## src/rtl/pipe_hazard_ctl_if.sv

```systemverilog
// Hazard controller handshake bundle: ID-stage instruction info in,
// stall/flush controls and status out.
interface pipe_hazard_ctl_if;
    logic        iw_id_valid;
    logic        iw_id_has_src_gp;
    logic [3:0]  iw_id_src_gp;
    logic        iw_id_tgt_gp_we;
    logic [3:0]  iw_id_tgt_gp;
    logic        iw_id_has_src_sr;
    logic [1:0]  iw_id_src_sr;
    logic        iw_id_tgt_sr_we;
    logic [1:0]  iw_id_tgt_sr;
    logic        iw_id_is_load;
    logic        iw_ex_branch_taken;
    logic        iw_mem_busy;
    logic        ow_stall_if;
    logic        ow_stall_id;
    logic        ow_flush_if;
    logic        ow_flush_id;
    logic [1:0]  ow_state;
    logic [15:0] ow_stall_cnt;

    modport master (
        output iw_id_valid, iw_id_has_src_gp, iw_id_src_gp,
        output iw_id_tgt_gp_we, iw_id_tgt_gp,
        output iw_id_has_src_sr, iw_id_src_sr,
        output iw_id_tgt_sr_we, iw_id_tgt_sr,
        output iw_id_is_load, iw_ex_branch_taken, iw_mem_busy,
        input  ow_stall_if, ow_stall_id, ow_flush_if, ow_flush_id,
        input  ow_state, ow_stall_cnt
    );

    modport slave (
        input  iw_id_valid, iw_id_has_src_gp, iw_id_src_gp,
        input  iw_id_tgt_gp_we, iw_id_tgt_gp,
        input  iw_id_has_src_sr, iw_id_src_sr,
        input  iw_id_tgt_sr_we, iw_id_tgt_sr,
        input  iw_id_is_load, iw_ex_branch_taken, iw_mem_busy,
        output ow_stall_if, ow_stall_id, ow_flush_if, ow_flush_id,
        output ow_state, ow_stall_cnt
    );
endinterface

```

## src/rtl/pipe_hazard_ctl.sv

```systemverilog
// Pipeline hazard controller: scoreboard, stall/flush FSM, stall counter.
// Option HAZARD_FWD_EN: stall only on young loads (ALU results forwarded).
module pipe_hazard_ctl (
    input logic              iw_clk,
    input logic              iw_rst,
    pipe_hazard_ctl_if.slave hz
);
    typedef enum logic [1:0] {
        RUN   = 2'd0,
        HAZ   = 2'd1,
        FLUSH = 2'd2,
        MEMW  = 2'd3
    } state_t;

    state_t      state;
    logic [2:0]  gp_cnt [16];
    logic        gp_ld  [16];
    logic [2:0]  sr_cnt [4];
    logic        sr_ld  [4];
    logic [15:0] stall_cnt;

    logic [15:0] gp_blk;
    logic [3:0]  sr_blk;
    logic [15:0] gp_hit;
    logic [3:0]  sr_hit;
    logic        hazard;
    logic        flush;
    logic        stall;
    logic        issue;
    logic        advance;
    logic [2:0]  new_cnt;

    // Per-entry stall rule; a source matching its own target cannot block
    // because the scoreboard only changes after the instruction issues.
    always_comb begin
        gp_blk = '0;
        sr_blk = '0;
`ifdef HAZARD_FWD_EN
        for (int i = 0; i < 16; i++)
            gp_blk[i] = gp_ld[i] && (gp_cnt[i] >= 3'd3);
        for (int i = 0; i < 4; i++)
            sr_blk[i] = sr_ld[i] && (sr_cnt[i] >= 3'd3);
`else
        for (int i = 0; i < 16; i++)
            gp_blk[i] = (gp_cnt[i] != 3'd0);
        for (int i = 0; i < 4; i++)
            sr_blk[i] = (sr_cnt[i] != 3'd0);
`endif
    end

    // Stall/flush decode; branch beats memory wait beats data hazard.
    always_comb begin
        hazard = hz.iw_id_valid &&
                 ((hz.iw_id_has_src_gp && gp_blk[hz.iw_id_src_gp]) ||
                  (hz.iw_id_has_src_sr && sr_blk[hz.iw_id_src_sr]));
        flush   = !iw_rst &&
                  (hz.iw_ex_branch_taken || state == FLUSH);
        stall   = !iw_rst && !flush && (hz.iw_mem_busy || hazard);
        issue   = hz.iw_id_valid && !stall && !flush && !iw_rst;
        advance = !(hz.iw_mem_busy && !flush);
        new_cnt = hz.iw_id_is_load ? 3'd4 : 3'd3;
        gp_hit  = '0;
        sr_hit  = '0;
        for (int i = 0; i < 16; i++)
            gp_hit[i] = issue && hz.iw_id_tgt_gp_we &&
                        (hz.iw_id_tgt_gp == 4'(i));
        for (int i = 0; i < 4; i++)
            sr_hit[i] = issue && hz.iw_id_tgt_sr_we &&
                        (hz.iw_id_tgt_sr == 2'(i));
    end

    // Scoreboard: reload on issue, otherwise count down unless memory holds.
    always_ff @(posedge iw_clk or posedge iw_rst) begin
        if (iw_rst) begin
            for (int i = 0; i < 16; i++) begin
                gp_cnt[i] <= 3'd0;
                gp_ld[i]  <= 1'b0;
            end
            for (int i = 0; i < 4; i++) begin
                sr_cnt[i] <= 3'd0;
                sr_ld[i]  <= 1'b0;
            end
        end else begin
            for (int i = 0; i < 16; i++) begin
                if (gp_hit[i]) begin
                    gp_cnt[i] <= new_cnt;
                    gp_ld[i]  <= hz.iw_id_is_load;
                end else if (advance && gp_cnt[i] != 3'd0) begin
                    gp_cnt[i] <= gp_cnt[i] - 3'd1;
                    if (gp_cnt[i] == 3'd1) gp_ld[i] <= 1'b0;
                end
            end
            for (int i = 0; i < 4; i++) begin
                if (sr_hit[i]) begin
                    sr_cnt[i] <= new_cnt;
                    sr_ld[i]  <= hz.iw_id_is_load;
                end else if (advance && sr_cnt[i] != 3'd0) begin
                    sr_cnt[i] <= sr_cnt[i] - 3'd1;
                    if (sr_cnt[i] == 3'd1) sr_ld[i] <= 1'b0;
                end
            end
        end
    end

    // Control FSM; FLUSH lasts one registered cycle after the branch cycle.
    always_ff @(posedge iw_clk or posedge iw_rst) begin
        if (iw_rst) begin
            state <= RUN;
        end else if (state == FLUSH) begin
            state <= hz.iw_ex_branch_taken ? FLUSH : RUN;
        end else begin
            if (hz.iw_ex_branch_taken) state <= FLUSH;
            else if (hz.iw_mem_busy)   state <= MEMW;
            else if (hazard)           state <= HAZ;
            else                       state <= RUN;
        end
    end

    // Saturating count of cycles with ID held.
    always_ff @(posedge iw_clk or posedge iw_rst) begin
        if (iw_rst)
            stall_cnt <= 16'd0;
        else if (stall && stall_cnt != 16'hFFFF)
            stall_cnt <= stall_cnt + 16'd1;
    end

    assign hz.ow_stall_if  = stall;
    assign hz.ow_stall_id  = stall;
    assign hz.ow_flush_if  = flush;
    assign hz.ow_flush_id  = flush;
    assign hz.ow_state     = state;
    assign hz.ow_stall_cnt = stall_cnt;
endmodule

```

## src/flat_wrapper.sv

```systemverilog
// flat-port wrapper written by rule: the top's interface ports become plain ports
module pipe_hazard_ctl_flat 
  (iw_clk, iw_rst, hz_iw_id_valid, hz_iw_id_has_src_gp, hz_iw_id_src_gp, hz_iw_id_tgt_gp_we, hz_iw_id_tgt_gp, hz_iw_id_has_src_sr, hz_iw_id_src_sr, hz_iw_id_tgt_sr_we, hz_iw_id_tgt_sr, hz_iw_id_is_load, hz_iw_ex_branch_taken, hz_iw_mem_busy, hz_ow_stall_if, hz_ow_stall_id, hz_ow_flush_if, hz_ow_flush_id, hz_ow_state, hz_ow_stall_cnt);
  pipe_hazard_ctl_if hz_i ();
  input logic iw_clk;
  input logic iw_rst;
  input wire logic [$bits(hz_i.iw_id_valid)-1:0] hz_iw_id_valid;
  input wire logic [$bits(hz_i.iw_id_has_src_gp)-1:0] hz_iw_id_has_src_gp;
  input wire logic [$bits(hz_i.iw_id_src_gp)-1:0] hz_iw_id_src_gp;
  input wire logic [$bits(hz_i.iw_id_tgt_gp_we)-1:0] hz_iw_id_tgt_gp_we;
  input wire logic [$bits(hz_i.iw_id_tgt_gp)-1:0] hz_iw_id_tgt_gp;
  input wire logic [$bits(hz_i.iw_id_has_src_sr)-1:0] hz_iw_id_has_src_sr;
  input wire logic [$bits(hz_i.iw_id_src_sr)-1:0] hz_iw_id_src_sr;
  input wire logic [$bits(hz_i.iw_id_tgt_sr_we)-1:0] hz_iw_id_tgt_sr_we;
  input wire logic [$bits(hz_i.iw_id_tgt_sr)-1:0] hz_iw_id_tgt_sr;
  input wire logic [$bits(hz_i.iw_id_is_load)-1:0] hz_iw_id_is_load;
  input wire logic [$bits(hz_i.iw_ex_branch_taken)-1:0] hz_iw_ex_branch_taken;
  input wire logic [$bits(hz_i.iw_mem_busy)-1:0] hz_iw_mem_busy;
  output wire logic [$bits(hz_i.ow_stall_if)-1:0] hz_ow_stall_if;
  output wire logic [$bits(hz_i.ow_stall_id)-1:0] hz_ow_stall_id;
  output wire logic [$bits(hz_i.ow_flush_if)-1:0] hz_ow_flush_if;
  output wire logic [$bits(hz_i.ow_flush_id)-1:0] hz_ow_flush_id;
  output wire logic [$bits(hz_i.ow_state)-1:0] hz_ow_state;
  output wire logic [$bits(hz_i.ow_stall_cnt)-1:0] hz_ow_stall_cnt;
  assign hz_i.iw_id_valid = hz_iw_id_valid;
  assign hz_i.iw_id_has_src_gp = hz_iw_id_has_src_gp;
  assign hz_i.iw_id_src_gp = hz_iw_id_src_gp;
  assign hz_i.iw_id_tgt_gp_we = hz_iw_id_tgt_gp_we;
  assign hz_i.iw_id_tgt_gp = hz_iw_id_tgt_gp;
  assign hz_i.iw_id_has_src_sr = hz_iw_id_has_src_sr;
  assign hz_i.iw_id_src_sr = hz_iw_id_src_sr;
  assign hz_i.iw_id_tgt_sr_we = hz_iw_id_tgt_sr_we;
  assign hz_i.iw_id_tgt_sr = hz_iw_id_tgt_sr;
  assign hz_i.iw_id_is_load = hz_iw_id_is_load;
  assign hz_i.iw_ex_branch_taken = hz_iw_ex_branch_taken;
  assign hz_i.iw_mem_busy = hz_iw_mem_busy;
  assign hz_ow_stall_if = hz_i.ow_stall_if;
  assign hz_ow_stall_id = hz_i.ow_stall_id;
  assign hz_ow_flush_if = hz_i.ow_flush_if;
  assign hz_ow_flush_id = hz_i.ow_flush_id;
  assign hz_ow_state = hz_i.ow_state;
  assign hz_ow_stall_cnt = hz_i.ow_stall_cnt;
  pipe_hazard_ctl u_core (.iw_clk(iw_clk), .iw_rst(iw_rst), .hz(hz_i));
endmodule
```

## config.mk

```make
export PLATFORM = sky130hd
export DESIGN_NAME = pipe_hazard_ctl_flat
export DESIGN_NICKNAME = d
export VERILOG_FILES = /design/src/rtl/pipe_hazard_ctl_if.sv /design/src/rtl/pipe_hazard_ctl.sv /design/src/flat_wrapper.sv
export SDC_FILE = /design/constraint.sdc
export NUM_CORES = 1
export LEC_CHECK = 0
export BUFFER_PORTS_ARGS = -buffer_cell sky130_fd_sc_hd__clkbuf_2
export CORE_AREA = 10 10 111 113
export DETAILED_ROUTE_END_ITERATION = 8
export DIE_AREA = 0 0 121 123
export PLACE_DENSITY = 0.69
export REMOVE_ABC_BUFFERS = 1
export SYNTH_ARGS = -nofsm -noshare
export SYNTH_HDL_FRONTEND = slang
export SYNTH_SLANG_ARGS = --single-unit
```

## constraint.sdc

```tcl
create_clock -name iw_clk -period 3.62 [get_ports iw_clk]
set_clock_uncertainty 0.2 [all_clocks]
set_input_delay 0.724 -clock iw_clk [delete_from_list [all_inputs] [get_ports iw_clk]]
set_output_delay 0.724 -clock iw_clk [all_outputs]
set_load 0.01 [all_outputs]
```

==> parameters.txt <==
Parameter                              Value

Route
  Routed wire length ... 11200 um
  DR iter-0 viols ... 168
  Iteration count of the initial detailed-routing pass ... 6
  Post-DR wirelength/cell ... 15.7 um
  Post-detailed-route via-to-cell ratio ... 5.48
  Via count ... 3927
  Final ANT Viol Nets ... 0
  Post-route DRC ... 0

Timing
  Worst Max-Slew Pin Slew ... 1.18 ns
  Highest clock frequency the design can meet ... 294 MHz
  Portion of the clock cycle consumed by the worst path in the final layout ... 93.9%
  Endpoints failing setup ... 0
  Final hold violation count ... 0
  Period minus WS final ... 3.40 ns
  Setup repair after global routing missed its margin ... false
  Worst relative slew slack ... 21.5%
  Number of pins with negative max-slew slack in the final report ... 0

Worst setup path
  Critical path, cell by cell ... inv_1, ha_1, nor3b_1, a311oi_1, a211oi_1, or4_1, nand2_1, clkbuf_2
  WP data arrival ... 2.48 ns
  CP required ... 2.70 ns
  Slowest library cell on the worst path ... sky130_fd_sc_hd__or4_1
  Crit path largest cell delay ... 0.63 ns
  Category of the critical setup timing path ... register to primary output
  Startpoint Class ... register
  Crit end category ... primary output
  Highest fanout seen on the critical path ... 3

Place
  Sum of net half-perimeters after detailed placement ... 8210 um
  IO buf count ... 43
  Routability Congestion ... 0.823
  Total placed cells including tap cells ... 701
  Placement Cell Area ... 5800 sq um

Finish
  Number of inserted diodes ... 0
  Final nets ... 639
  Area growth from synthesis to layout ... 13.8%
  Commonest cells after routing, fill and taps aside ... 78 x sky130_fd_sc_hd__dfrtp_1, 55 x sky130_fd_sc_hd__inv_1, 43 x sky130_fd_sc_hd__clkbuf_2, 41 x sky130_fd_sc_hd__mux2_2, 41 x sky130_fd_sc_hd__ha_1
  Post-route cell area ... 6040 sq um
  Share of layout cells above drive strength 1 ... 27.7%
  Fill count ... 851
  Commonest non-fill, non-tap cell in the layout ... sky130_fd_sc_hd__dfrtp_1
  Filler-free cell count of the finished design ... 717

Synth
  Share of synthesized area occupied by flip-flops and latches ... 36.8%
  Ys flop type ... sky130_fd_sc_hd__dfrtp_1
  Total standard cell area after synthesis ... 5310 sq um
  Count of flip-flops with a built-in enable after synthesis ... 0
  Number of flip-flops and latches in the synthesized netlist ... 78
  Avg Synthesized Cell Area ... 10.2 sq um
  Count of distinct cell types in the synthesized netlist ... 44
  Number of warnings issued by yosys ... 0
  Number of cells produced by synthesis ... 522
  Fraction of synthesis flops using an asynchronous set or reset pin ... 100%

Die
  Initial cell density of the core ... 52.4%
  Count of standard-cell rows ... 37
  Width of the die ... 121 um
  Placeable core area ... 10100 sq um
  Io pins ... 44
  Die height ... 123 um
  Die area ... 14900 sq um

Flow run
  Number of maximum-capacitance constraint violations ... 0

GRT
  Global route overflow ... 0
  Vias in the first global route ... 3908
  Largest net degree at the start of global routing ... 61
  Total routing resource utilization after global routing ... 15.6%
  Global-route wire length before repair ... 18900 um
  Initial antenna violation count ... 0

Power
  Worst IR drop on VDD ... 0.404 mV
  Leakage power ... 2.77 nW
  Power Dens Cells ... 724 nW/um^2

Clock network
  CTS tree ... built
  Number of clock sinks ... 78
  Latest clock arrival within the worst-skew pair ... 0.36 ns
  CTS clk-pin slew, worst paths ... 0.08 ns
  H-tree levels ... 3
  Clk buf depth ... 2
  Post-CTS Resized ... 0
  Hold_buf cts ... 0
  Cts bufs inserted ... 9
  Setup repair bufs after CTS ... 0
  Clock Tree Root ... sky130_fd_sc_hd__clkbuf_8

Run status
  Status ... complete, no violations

Min path
  Hold Crit Class ... register to register
-- per-layer routing --
metal | track usage (%) | part of all wire (%) | up-vias
li1 | - | - | 1926
met2 | 25.4 | 46 | 108
met3 | 3.14 | 5.9 | 16
met4 | 5.43 | 1.3 | 0
met5 | 0 | 0 | -
met1 | 20.2 | 47 | 1877
-- report_power, final --
group / total [W] / internal, W / switching, W
Sequential: 0.00151 / 0.00127 / 0.000241
Combinational: 0.00205 / 0.00106 / 0.000996
Clock: 0.000811 / 0.000462 / 0.000350
Total: 0.00437 / 0.00279 / 0.00159
-- flip-flops by register name, indices dropped and copies added, names as in the netlist --
name and count:
u_core.hz.ow_state 2, u_core.gp_cnt 48, u_core.hz.ow_stall_cnt 16, u_core.sr_cnt 12
-- synthesized netlist by cell type, types with 10 or more instances --
master / number / area [sq um]
sky130_fd_sc_hd__xor2_1: 13 / 114
sky130_fd_sc_hd__o21ai_0: 10 / 50.1
sky130_fd_sc_hd__a21oi_1: 25 / 125
sky130_fd_sc_hd__nand3_1: 17 / 85.1
sky130_fd_sc_hd__a211oi_1: 10 / 75.1
sky130_fd_sc_hd__dfrtp_1: 78 / 1950
sky130_fd_sc_hd__nor4_2: 16 / 200
sky130_fd_sc_hd__nor2_1: 27 / 101
sky130_fd_sc_hd__nand2_1: 25 / 93.8
sky130_fd_sc_hd__nand2b_1: 14 / 87.6
sky130_fd_sc_hd__mux2_2: 41 / 462
sky130_fd_sc_hd__xnor2_1: 21 / 184
sky130_fd_sc_hd__inv_1: 56 / 210
sky130_fd_sc_hd__ha_1: 41 / 513
sky130_fd_sc_hd__mux2i_1: 40 / 400
sky130_fd_sc_hd__a31o_2: 10 / 87.6
sky130_fd_sc_hd__clkbuf_1: 17 / 63.8
-- cell families after synthesis --
logic type | after synthesis | share of synthesized area [%]
flops | 78 | 36.8
fa+ha+maj | 41 | 9.66
buf+inv | 79 | 5.89
mux | 86 | 18.1
xor+xnor | 34 | 5.61
simple gates | 136 | 15.6
compound gates | 68 | 8.46
-- critical path, delay by kind of cell (launching register included) --
kind,cells,cell delay [ns]
compound gates,2,0.40
fa+ha+maj,1,0.23
buf+inv,2,0.21
flops,1,0.36
simple gates,3,0.93
-- through the flow --
step	setup TNS (ns)	util (%)	hold slack, ns	power [W]	setup WS [ns]
2_1_floorplan	-66.53	-	0.315	0.00311	-1.32
6_report	0	59.6	0.297	0.00437	0.219
4_1_cts	0	59.6	0.298	0.00441	0.167
3_5_place_dp	0	57.2	0.285	0.00358	0.262
3_3_place_gp	0	57.2	0.276	0.00345	0.277
5_1_grt	0	59.6	0.310	0.00479	0.0712
-- final timing paths --
| kind | start | endpoint | slack, ns | cells past startpoint |
|---|---|---|---|---|
| max | u_core.gp_cnt[9] | hz_ow_stall_id | 0.22 | 8 |
| min | u_core.hz.ow_stall_cnt[7] | u_core.hz.ow_stall_cnt[7] | 0.30 | 1 |
| max reg2reg | u_core.gp_cnt[42] | u_core.sr_cnt[5] | 0.51 | 10 |
| min reg2reg | u_core.hz.ow_stall_cnt[7] | u_core.hz.ow_stall_cnt[7] | 0.30 | 1 |
| max in group asynchronous | iw_rst | u_core.gp_cnt[24] | 2.34 | 4 |
| min in group asynchronous | iw_rst | u_core.gp_cnt[1] | 0.31 | 3 |
-- final cells by class --
type	instances	area [sq um]	area share, %
repair buffers	66	400	6.63
clock buffers	9	124	2.05
well taps	136	170	2.82
flip-flops and latches	78	1950	32.3
clock inverters	7	121	2.01
inverters	56	210	3.48
multi-input cells	365	3060	50.7
Note: power is estimated with default switching activity, not from simulation.
